## src/rtl/cpu_types_pkg.sv

```systemverilog
// Shared CPU types: request-unit state encoding and small decode helpers.
package cpu_types_pkg;

  typedef enum logic [1:0] {
    FETCH = 2'd0,
    DATA  = 2'd1,
    HALT  = 2'd2
  } reqstate_t;

  localparam int PERF_W_DEFAULT = 32;

  function automatic logic is_mem_op(input logic rd, input logic wr);
    return rd | wr;
  endfunction

endpackage

```

## src/rtl/control_unit_if.sv

```systemverilog
// Control-unit decode bundle; the ru modport is the request unit's view of it.
interface control_unit_if;
  logic memRead;
  logic memWrite;
  logic halt;

  modport cu (output memRead, output memWrite, output halt);
  modport ru (input memRead, input memWrite, input halt);
endinterface

```

## src/rtl/ru_sat_counter.sv

```systemverilog
// Saturating up-counter for the request-unit performance counters.
module ru_sat_counter #(
  parameter int PERF_W = 32
) (
  input  logic              clk_i,
  input  logic              rst_i,
  input  logic              en_i,
  output logic [PERF_W-1:0] count_o
);

  logic [PERF_W-1:0] count_q, count_d;

  // Holds at all-ones instead of wrapping.
  always_comb begin
    count_d = count_q;
    if (en_i && (count_q != '1)) count_d = count_q + 1'b1;
  end

  always_ff @(posedge clk_i or posedge rst_i) begin
    if (rst_i) count_q <= '0;
    else       count_q <= count_d;
  end

  assign count_o = count_q;

endmodule

```

## src/rtl/request_unit.sv

```systemverilog
// Request unit: sequences instruction fetch, data access and halt for the core.
// Optional perf counters are built when REQUEST_UNIT_PERF_EN is defined.
module request_unit
  import cpu_types_pkg::*;
#(
  parameter int PERF_W = PERF_W_DEFAULT
) (
  input  logic              CLK,
  input  logic              RST,
  input  logic              memRead,
  input  logic              memWrite,
  input  logic              halt,
  input  logic              ihit,
  input  logic              dhit,
  output logic              iREN,
  output logic              dREN,
  output logic              dWEN,
  output logic              pcEn,
  output logic              halted,
  output logic [PERF_W-1:0] instr_cnt,
  output logic [PERF_W-1:0] stall_cnt,
  output reqstate_t         state_o
);

  control_unit_if cu_if ();

  assign cu_if.memRead  = memRead;
  assign cu_if.memWrite = memWrite;
  assign cu_if.halt     = halt;

  reqstate_t state_q, state_d;
  logic      dren_q, dren_d;
  logic      dwen_q, dwen_d;
  logic      halted_q, halted_d;
  logic      mem_op;

  always_comb begin
    state_d  = state_q;
    dren_d   = dren_q;
    dwen_d   = dwen_q;
    halted_d = halted_q;
    pcEn     = 1'b0;
    mem_op   = is_mem_op(cu_if.memRead, cu_if.memWrite);
    unique case (state_q)
      FETCH: begin
        if (ihit) begin
          if (cu_if.halt) begin
            state_d  = HALT;
            halted_d = 1'b1;
          end else if (mem_op) begin
            // A store takes priority when both load and store are decoded.
            state_d = DATA;
            dwen_d  = cu_if.memWrite;
            dren_d  = cu_if.memRead & ~cu_if.memWrite;
          end else begin
            pcEn = 1'b1;
          end
        end
      end
      DATA: begin
        if (dhit) begin
          pcEn    = 1'b1;
          dren_d  = 1'b0;
          dwen_d  = 1'b0;
          state_d = FETCH;
        end
      end
      HALT: begin
        state_d = HALT;
      end
      default: begin
        state_d = FETCH;
      end
    endcase
  end

  always_ff @(posedge CLK or posedge RST) begin
    if (RST) begin
      state_q  <= FETCH;
      dren_q   <= 1'b0;
      dwen_q   <= 1'b0;
      halted_q <= 1'b0;
    end else begin
      state_q  <= state_d;
      dren_q   <= dren_d;
      dwen_q   <= dwen_d;
      halted_q <= halted_d;
    end
  end

  assign iREN    = (state_q == FETCH);
  assign dREN    = dren_q;
  assign dWEN    = dwen_q;
  assign halted  = halted_q;
  assign state_o = state_q;

`ifdef REQUEST_UNIT_PERF_EN
  logic stall_en;

  // A stall is any fetch or data cycle still waiting on its memory hit.
  assign stall_en = ((state_q == FETCH) && !ihit) || ((state_q == DATA) && !dhit);

  ru_sat_counter #(.PERF_W(PERF_W)) u_instr_cnt (
    .clk_i   (CLK),
    .rst_i   (RST),
    .en_i    (pcEn),
    .count_o (instr_cnt)
  );

  ru_sat_counter #(.PERF_W(PERF_W)) u_stall_cnt (
    .clk_i   (CLK),
    .rst_i   (RST),
    .en_i    (stall_en),
    .count_o (stall_cnt)
  );
`else
  assign instr_cnt = '0;
  assign stall_cnt = '0;
`endif

endmodule
```

## config.mk

```make
export PLATFORM = sky130hd
export DESIGN_NAME = request_unit
export DESIGN_NICKNAME = d
export VERILOG_FILES = /design/src/rtl/cpu_types_pkg.sv /design/src/rtl/control_unit_if.sv /design/src/rtl/ru_sat_counter.sv /design/src/rtl/request_unit.sv
export SDC_FILE = /design/constraint.sdc
export NUM_CORES = 1
export LEC_CHECK = 0
export ABC_CLOCK_PERIOD_IN_PS = 2060
export BUFFER_PORTS_ARGS = -buffer_cell sky130_fd_sc_hd__clkbuf_2
export CAP_MARGIN = 20
export CORE_MARGIN = 5
export CORE_UTILIZATION = 37
export CTS_CLUSTER_SIZE = 16
export DETAILED_ROUTE_END_ITERATION = 6
export GPL_TIMING_DRIVEN = 1
export HOLD_SLACK_MARGIN = 0.1
export MAX_ROUTING_LAYER = met4
export PLACE_DENSITY_LB_ADDON = 0.2
export REMOVE_ABC_BUFFERS = 1
export SLEW_MARGIN = 20
export SYNTH_ARGS = -nofsm -noshare
export SYNTH_HDL_FRONTEND = slang
export SYNTH_HIERARCHICAL = 1
export SYNTH_SLANG_ARGS = --single-unit
```

## constraint.sdc

```tcl
create_clock -name CLK -period 2.06 [get_ports CLK]
set_input_delay 0.412 -clock CLK [delete_from_list [all_inputs] [get_ports CLK]]
set_output_delay 0.412 -clock CLK [all_outputs]
set_load 0.03 [all_outputs]
```

### Word-level counts from Yosys, hierarchy flattened

Cells that the tools add are included.

| word-level totals | value |
|---|---|
| output and inout port bits | 71 |
| register bits after elaboration | 5 |
| logic and storage cells | 38 |

| cells by class | value |
|---|---|
| multiplexer cells | 19 |
| bitwise operators | 3 |
| equal/unequal tests | 7 |
| reductions and logical operators | 5 |

Operator list:

| kind | number |
|---|---|
| 1-bit two-way mux | 11 |
| 2-bit two-way mux | 4 |
| 2-bit != test, second input constant | 3 |
| 1-bit one-hot mux with 2 select lines | 3 |
| 2-bit one-hot mux with 3 select lines | 1 |
| 3-bit AND reduction | 2 |
| 5-bit AND reduction | 1 |
| 3-bit by 2-bit != test with 1-bit output, second input constant | 1 |
| 2-bit by 1-bit == test with 1-bit output, second input constant | 1 |
| 2-bit == test, second input constant | 1 |
| 2-bit logical NOT | 1 |
| 2-bit by 1-bit != test with 1-bit output, second input constant | 1 |
| 2-bit nonzero test | 1 |
| 1-bit AND | 1 |
| 1-bit NOT | 1 |
| 1-bit bitwise OR | 1 |

### Longest topological paths before layout

Gate-level depths: netlist of the first run.

| depth | value |
|---|---|
| depth in word-level cells | 6 |
| mapped depth | 3 |
| mapped depth without buffers | 3 |

### Least setup slack after synthesis of the first run

No wires, ideal clock.

| timing path | value |
|---|---|
| path kind | register -> output |
| from | reg state_q[0], in the netlist state_o[0] |
| to | out pcEn |
| setup slack | 0.412 ns |
| path buffers | 0 |
| arrival | 1.236 ns |
| cell stages (with the launch flop) | 4 |
| required time | 1.648 ns |
| cells stage by stage | dfrtp_1 > nor4b_4 > nand3b_1 > nand2_1 |

| on the way | value |
|---|---|
| longest elaborated chain between the ends | 2 |

Ends and longest elaborated chain:

| element | RTL line | RTL |
|---|---|---|
| start, declared | request_unit.sv:31 | `reqstate_t state_q, state_d;` |
| start signal, assigned | request_unit.sv:84 | `state_q <= state_d;` |
| 2-bit by 1-bit == test with 1-bit output / 2-bit logical NOT (equally long branches) | request_unit.sv:44 | `unique case (state_q)` |
| 1-bit one-hot mux with 2 select lines * | request_unit.sv:44 |  |
| end, declared | request_unit.sv:18 | `output logic pcEn,` |

Every way passes the cells marked *; elsewhere a longest branch is shown, timed or not.

### Worst setup path after layout of the first run

Same ends and word-level chain as after synthesis.

==> summary.md, run 1 <==
| Metric | Value |
|---|---|
| Power consumption | 0.5448 mW |
| Critical path's slowest cell | dfrtp_1 |
| Fmax | 535.6 MHz |
| Clock sink count | 5 |
| WS Path Type | flip-flop to output pin |
| Number of synthesized flops with an enable pin | 0 |
| CP Depth | 4 |
| HP Class | primary input to flip-flop |
| H-Tree Depth | 1 |
| CP Buf/Inv Count | 1 |
| Antenna-violating nets left | 0 |
| Die area | 2956 um2 |
| IO Port Bufs | 13 |
| Vias per cell | 3.023 |
| Post-synthesis register bit count | 5 |
| Post-synth top cells | 64 x buf_4, 5 x dfrtp_1, 3 x nand2_1, 3 x nor2_1 |
| Gr usage total | 0.05565 |
| Status | finished, final reports clean |
| P_leak | 0.3860 nW |
| Setup-failing EPs final | 0 |
| Pin count of the biggest net entering global routing | 8 |
| Antenna violations before repair | 0 |
| Synth async-reset ratio | 1.000 |
| Register-to-Register Path Depth | 3 |
| Gate Count Post-Synth | 87 |
| Hold Vio Cnt, Final | 0 |
| Cell area after layout | 619.3 um2 |
| CTS tree | built |
| Fin crit share | 0.9064 |
| Vias in the first global route | 271 |
| Critical-path cell list | nor4b_4 > nand3b_1 > nand2_1 > clkbuf_2 |
| ANT cells | 0 |
| Post-layout min period | 1.867 ns |
| Synth cell types | 14 |
| Seq/Total Area, Yosys | 0.1718 |
| Synthesis-to-layout area growth | -14.95% |
| Worst-path clk slew | 0.04 ns |
| Die height | 54.37 um |
| Setup crit end kind | output pin |
| Synth Cell Area | 728.2 um2 |
| Vias | 396 |
| Initial core utilization | 0.3789 |
| Drt pass-1 iters | 3 |
| Placement Rows | 16 |
| YS warnings | 6 |
| Required @ worst endpoint | 1.65 ns |
| CTS root buf | clkbuf_4 |
| Fin. max-slew vios | 0 |
| Drt initial violations | 1 |
| RSZ-0062 raised after global routing | no |
| I/O pin total | 78 |
| Max Cap Viol | 0 |
| CTS buffer count | 3 |
| Crit path DAT | 1.46 ns |
| Pwr dens | 879.7 nW/um2 |
| Total congestion overflow | 0 |
| Core Area | 1922 um2 |
| Dpl hpwl | 998.7 um |
| Synth Area per Inst | 8.370 um2 |
| Wirelength per Cell | 8.130 um |
| CTS Buffer Depth | 2 |
| DRC | 0 |
| Final Util | 0.3223 |
| Layout cells sized above 1 | 0.1731 |
| Largest area contributor in the netlist | buf_4 |
| Ys flop type | dfrtp_1 |
| Chip Width | 54.37 um |
| CP startpoint kind | flip-flop |
| Synth top area share | 0.6598 |
| Largest cells by area after synthesis | buf_4 66%, dfrtp_1 17%, nor4b_4 3.3% |
| Hold Path Cell Cnt | 2 |
| Post-DP Area | 583.1 um2 |
| Most frequent cell after synthesis | buf_4 |
| VDD IR max | 0.0003541 V |
| First-pass GRT wire length | 1.104 mm |
| CP top delay family | simple AND/OR/NAND/NOR gates |
| # nets final | 112 |
| Critical path fanouts, max | 7 |
| Final WL | 1.065 mm |
| Placer Congestion | 0.6316 |
| Slowest stage delay, CP | 0.46 ns |
| Clock Latency Late Sink | 0.24 ns |
| Clk_skew | 0.001280 ns |
| Sum Neg Setup Slack | 0 ns |
[kinds of logic (layout without fill, tap and decap cells)]
logic type	Yosys count	in the layout	share of synthesized area
flops	5	5	0.1718
other cells	1	64	0.005150
buf+inv	65	19	0.6649
compound gates	5	5	0.04984
simple gates	11	11	0.1082
[registers in the layout, summed over array words and instances (netlist names)]
signal	count
dWEN	1
dREN	1
halted	1
state_o	2
[worst paths after layout]
kind / startpoint / to / slack (ns)
min reg2reg: halted / halted / 0.47
min in group asynchronous: RST / halted / 0.59
min: memWrite / dREN / 0.40
max in group asynchronous: RST / dWEN / 1.30
max reg2reg: state_o[0] / dWEN / 0.75
max: state_o[0] / pcEn / 0.19
[final cells by class]
type / instances / area (um2)
tap: 27 / 33.78
timing repair buffer: 14 / 75.07
inverter: 1 / 3.754
fill: 225 / 1303
multi-input combinational: 80 / 355.3
clock buffer: 4 / 26.28
sequential: 5 / 125.1
[cell usage in the layout, fill, tap and decap left out]
cell / n
dlygate4sd3_1: 1
a22oi_1: 1
conb_1: 64
or4b_1: 1
nand2_1: 3
a32o_1: 1
or2b_1: 1
a21oi_1: 2
clkbuf_4: 3
nand3b_1: 2
dfrtp_1: 5
inv_1: 1
nor2_1: 3
a31o_2: 1
clkbuf_1: 1
clkbuf_2: 13
nor4b_4: 1
[routing by layer]
layer  vias to the layer above  share of wire  global-route usage
li1                        180              -                   -
met1                       176           0.30             0.05691
met2                        40           0.50             0.08566
met3                         0           0.19             0.04087
met4                         0              0             0.01245
met5                         -              0                   -
[worst register-to-register path, delay by kind of cell (launching register included)]
| family | cells | cell delay (ns) |
|---|---|---|
| compound gates | 1 | 0.25 |
| simple gates | 2 | 0.48 |
| flops | 1 | 0.46 |
[per-stage QoR]
stage | setup WS [ns] | hold WS (ns) | instances
6_report | 0.1928 | 0.3998 | 131
5_1_grt | 0.09303 | 0.4016 | 131
4_1_cts | 0.1749 | 0.3969 | 131
3_5_place_dp | 0.3927 | 0.3053 | 126
3_3_place_gp | 0.3935 | 0.3036 | 126
2_1_floorplan | 0.4120 | 0.1905 | 86
[report_power, final]
group	switching (mW)	internal (mW)	leakage [nW]
Combinational	0.243	0.0453	0.314
Clock	0.0412	0.0733	0.0150
Sequential	0.0167	0.126	0.0569
Total	0.301	0.244	0.386
[timing repair]
item / 4_1_cts / 5_1_grt
endpoints found under the hold margin: 5 / 0
setup buffers: 0 / 0
hold buffers: 1 / 0
setup endpoints to repair: 0 / 0
gates resized for setup: 0 / 0
Note: power is estimated with default switching activity, not from simulation.
==> run 2: changes to the inputs <==
==> constraint.sdc (replaced) <==
create_clock -name CLK -period 2.06 [get_ports CLK]
set_input_delay 0.103 -clock CLK [delete_from_list [all_inputs] [get_ports CLK]]
set_output_delay 0.103 -clock CLK [all_outputs]
set_load 0.03 [all_outputs]
==> run 2 against run 1 <==
Cell count is 0.76% higher; clock power barely moved; power rose by 0.18%; largest cell class unchanged; largest power group unchanged; hold slack worse by 0.27 ns; critical path depth stayed put.
==> summary.md, run 2 (synthesis results as in run 1) <==
| Metric | Value |
|---|---|
| Status | finished, final reports clean |
| Fillers | 213 |
| Number of flip-flops in the largest register | 2 |
| Fin. max-slew vios | 0 |
| Power consumption | 0.5458 mW |
| CTS root buf | clkbuf_4 |
| Setup crit end kind | output pin |
| Drt pass-1 iters | 4 |
| # nets final | 113 |
| Placement Setup Slack | 0.7295 ns |
| Commonest cells after routing, fill and taps aside | 64 x conb_1, 13 x clkbuf_2, 5 x dfrtp_1 |
| CP Buf/Inv Count | 1 |
| H-Tree Depth | 1 |
| Cts hold-fix bufs | 2 |
| ANT cells | 0 |
| Fmax | 634.1 MHz |
| Critical-path cell list | nor4b_4 > nand3b_1 > nand2_1 > clkbuf_2 |
| Worst-path clk slew | 0.04 ns |
| Final Util | 0.3275 |
| Layout cells sized above 1 | 0.1714 |
| VDD IR max | 0.0003465 V |
| Pwr dens | 867.3 nW/um2 |
| IO Port Bufs | 13 |
| Placer Congestion | 0.6757 |
| RSZ-0062 raised after global routing | no |
| I/O pin total | 78 |
| Clk_skew | 0.0008114 ns |
| CP startpoint | state_o[0] |
| Dpl hpwl | 1.004 mm |
| Cell area after layout | 629.4 um2 |
| Antenna violations before repair | 0 |
| CP startpoint kind | flip-flop |
| Synthesis-to-layout area growth | -13.57% |
| Register area | 125.1 um2 |
| Drt initial violations | 3 |
| Gr usage total | 0.06547 |
| Crit path DAT | 1.47 ns |
| Chip Width | 54.37 um |
| Clock Latency Late Sink | 0.24 ns |
| Vias per cell | 3.008 |
| Multi-input logic area | 355.3 um2 |
| P_leak | 0.3902 nW |
| HP Class | primary input to flip-flop |
| Final hold slack | 0.1336 ns |
| Vias in the first global route | 301 |
| CP top delay family | simple AND/OR/NAND/NOR gates |
| Vias | 397 |
| WS Path Type | flip-flop to output pin |
| Setup-failing EPs final | 0 |
| Max Cap Viol | 0 |
| Fin crit share | 0.7655 |
| Required @ worst endpoint | 1.96 ns |
| Clock sink count | 5 |
| Core Area | 1922 um2 |
| Setup WS post-layout | 0.4830 ns |
| Final WL | 1.131 mm |
| Finished Layout Cells | 132 |
| Pin count of the biggest net entering global routing | 8 |
| Hold Vio Cnt, Final | 0 |
| Post-layout min period | 1.577 ns |
| Die height | 54.37 um |
| Critical path fanouts, max | 7 |
| DRC | 0 |
| CTS Buffer Depth | 2 |
| Antenna-violating nets left | 0 |
| Inst Count DP | 126 |
| Sum Neg Setup Slack | 0 ns |
| Total congestion overflow | 0 |
| CTS tree | built |
| CTS buffer count | 3 |
| Reg2Reg Launch Point | state_o[0] |
| Die area | 2956 um2 |
| Initial core utilization | 0.3789 |
| Wirelength per Cell | 8.568 um |
| Hold Startpoint | memRead |
| Critical path's slowest cell | dfrtp_1 |
| Slowest stage delay, CP | 0.45 ns |
| First-pass GRT wire length | 1.276 mm |
| Setup Fix Bufs, Post-CTS | 0 |
| Placement Rows | 16 |
| Post-DP Area | 583.1 um2 |
| CTS resizes | 0 |
| Most common cell after layout, fill and taps aside | conb_1 |
## run 2: cell type report
type,instances,share of cell area
Clock buffer,4,0.04175
Inverter,1,0.005964
Multi-Input combinational cell,80,0.5646
Sequential cell,5,0.1988
Tap cell,27,0.05368
Timing Repair Buffer,15,0.1352
## run 2: tightest hold or removal path, cell delays in order
cell and delay [ns]:
clkbuf_2 0.09, nand2_1 0.08, a22oi_1 0.06
## run 2: power by group
group	internal (mW)	switching [mW]	total (mW)	leakage (nW)
registers	0.126	0.0167	0.142	0.0569
clock network	0.0734	0.0424	0.116	0.0150
logic	0.0464	0.241	0.288	0.318
total	0.245	0.300	0.546	0.390
## run 2: path summary, 6_finish.rpt
path	cells past startpoint	to	slack, ns
hold reg to reg	1	halted	0.47
setup reg to reg	3	dWEN	0.74
hold / removal	3	dREN	0.13
max in group asynchronous	3	halted	1.59
min in group asynchronous	3	state_o[1]	0.29
setup / recovery	4	pcEn	0.48
## run 2: metal layers
layer  share of wire  vias up  global-route usage
met4               0        0             0.01245
met5               0        -                   -
met3            0.20        0             0.05450
li1                -      184                   -
met1            0.31      172             0.06981
met2            0.49       41             0.09363
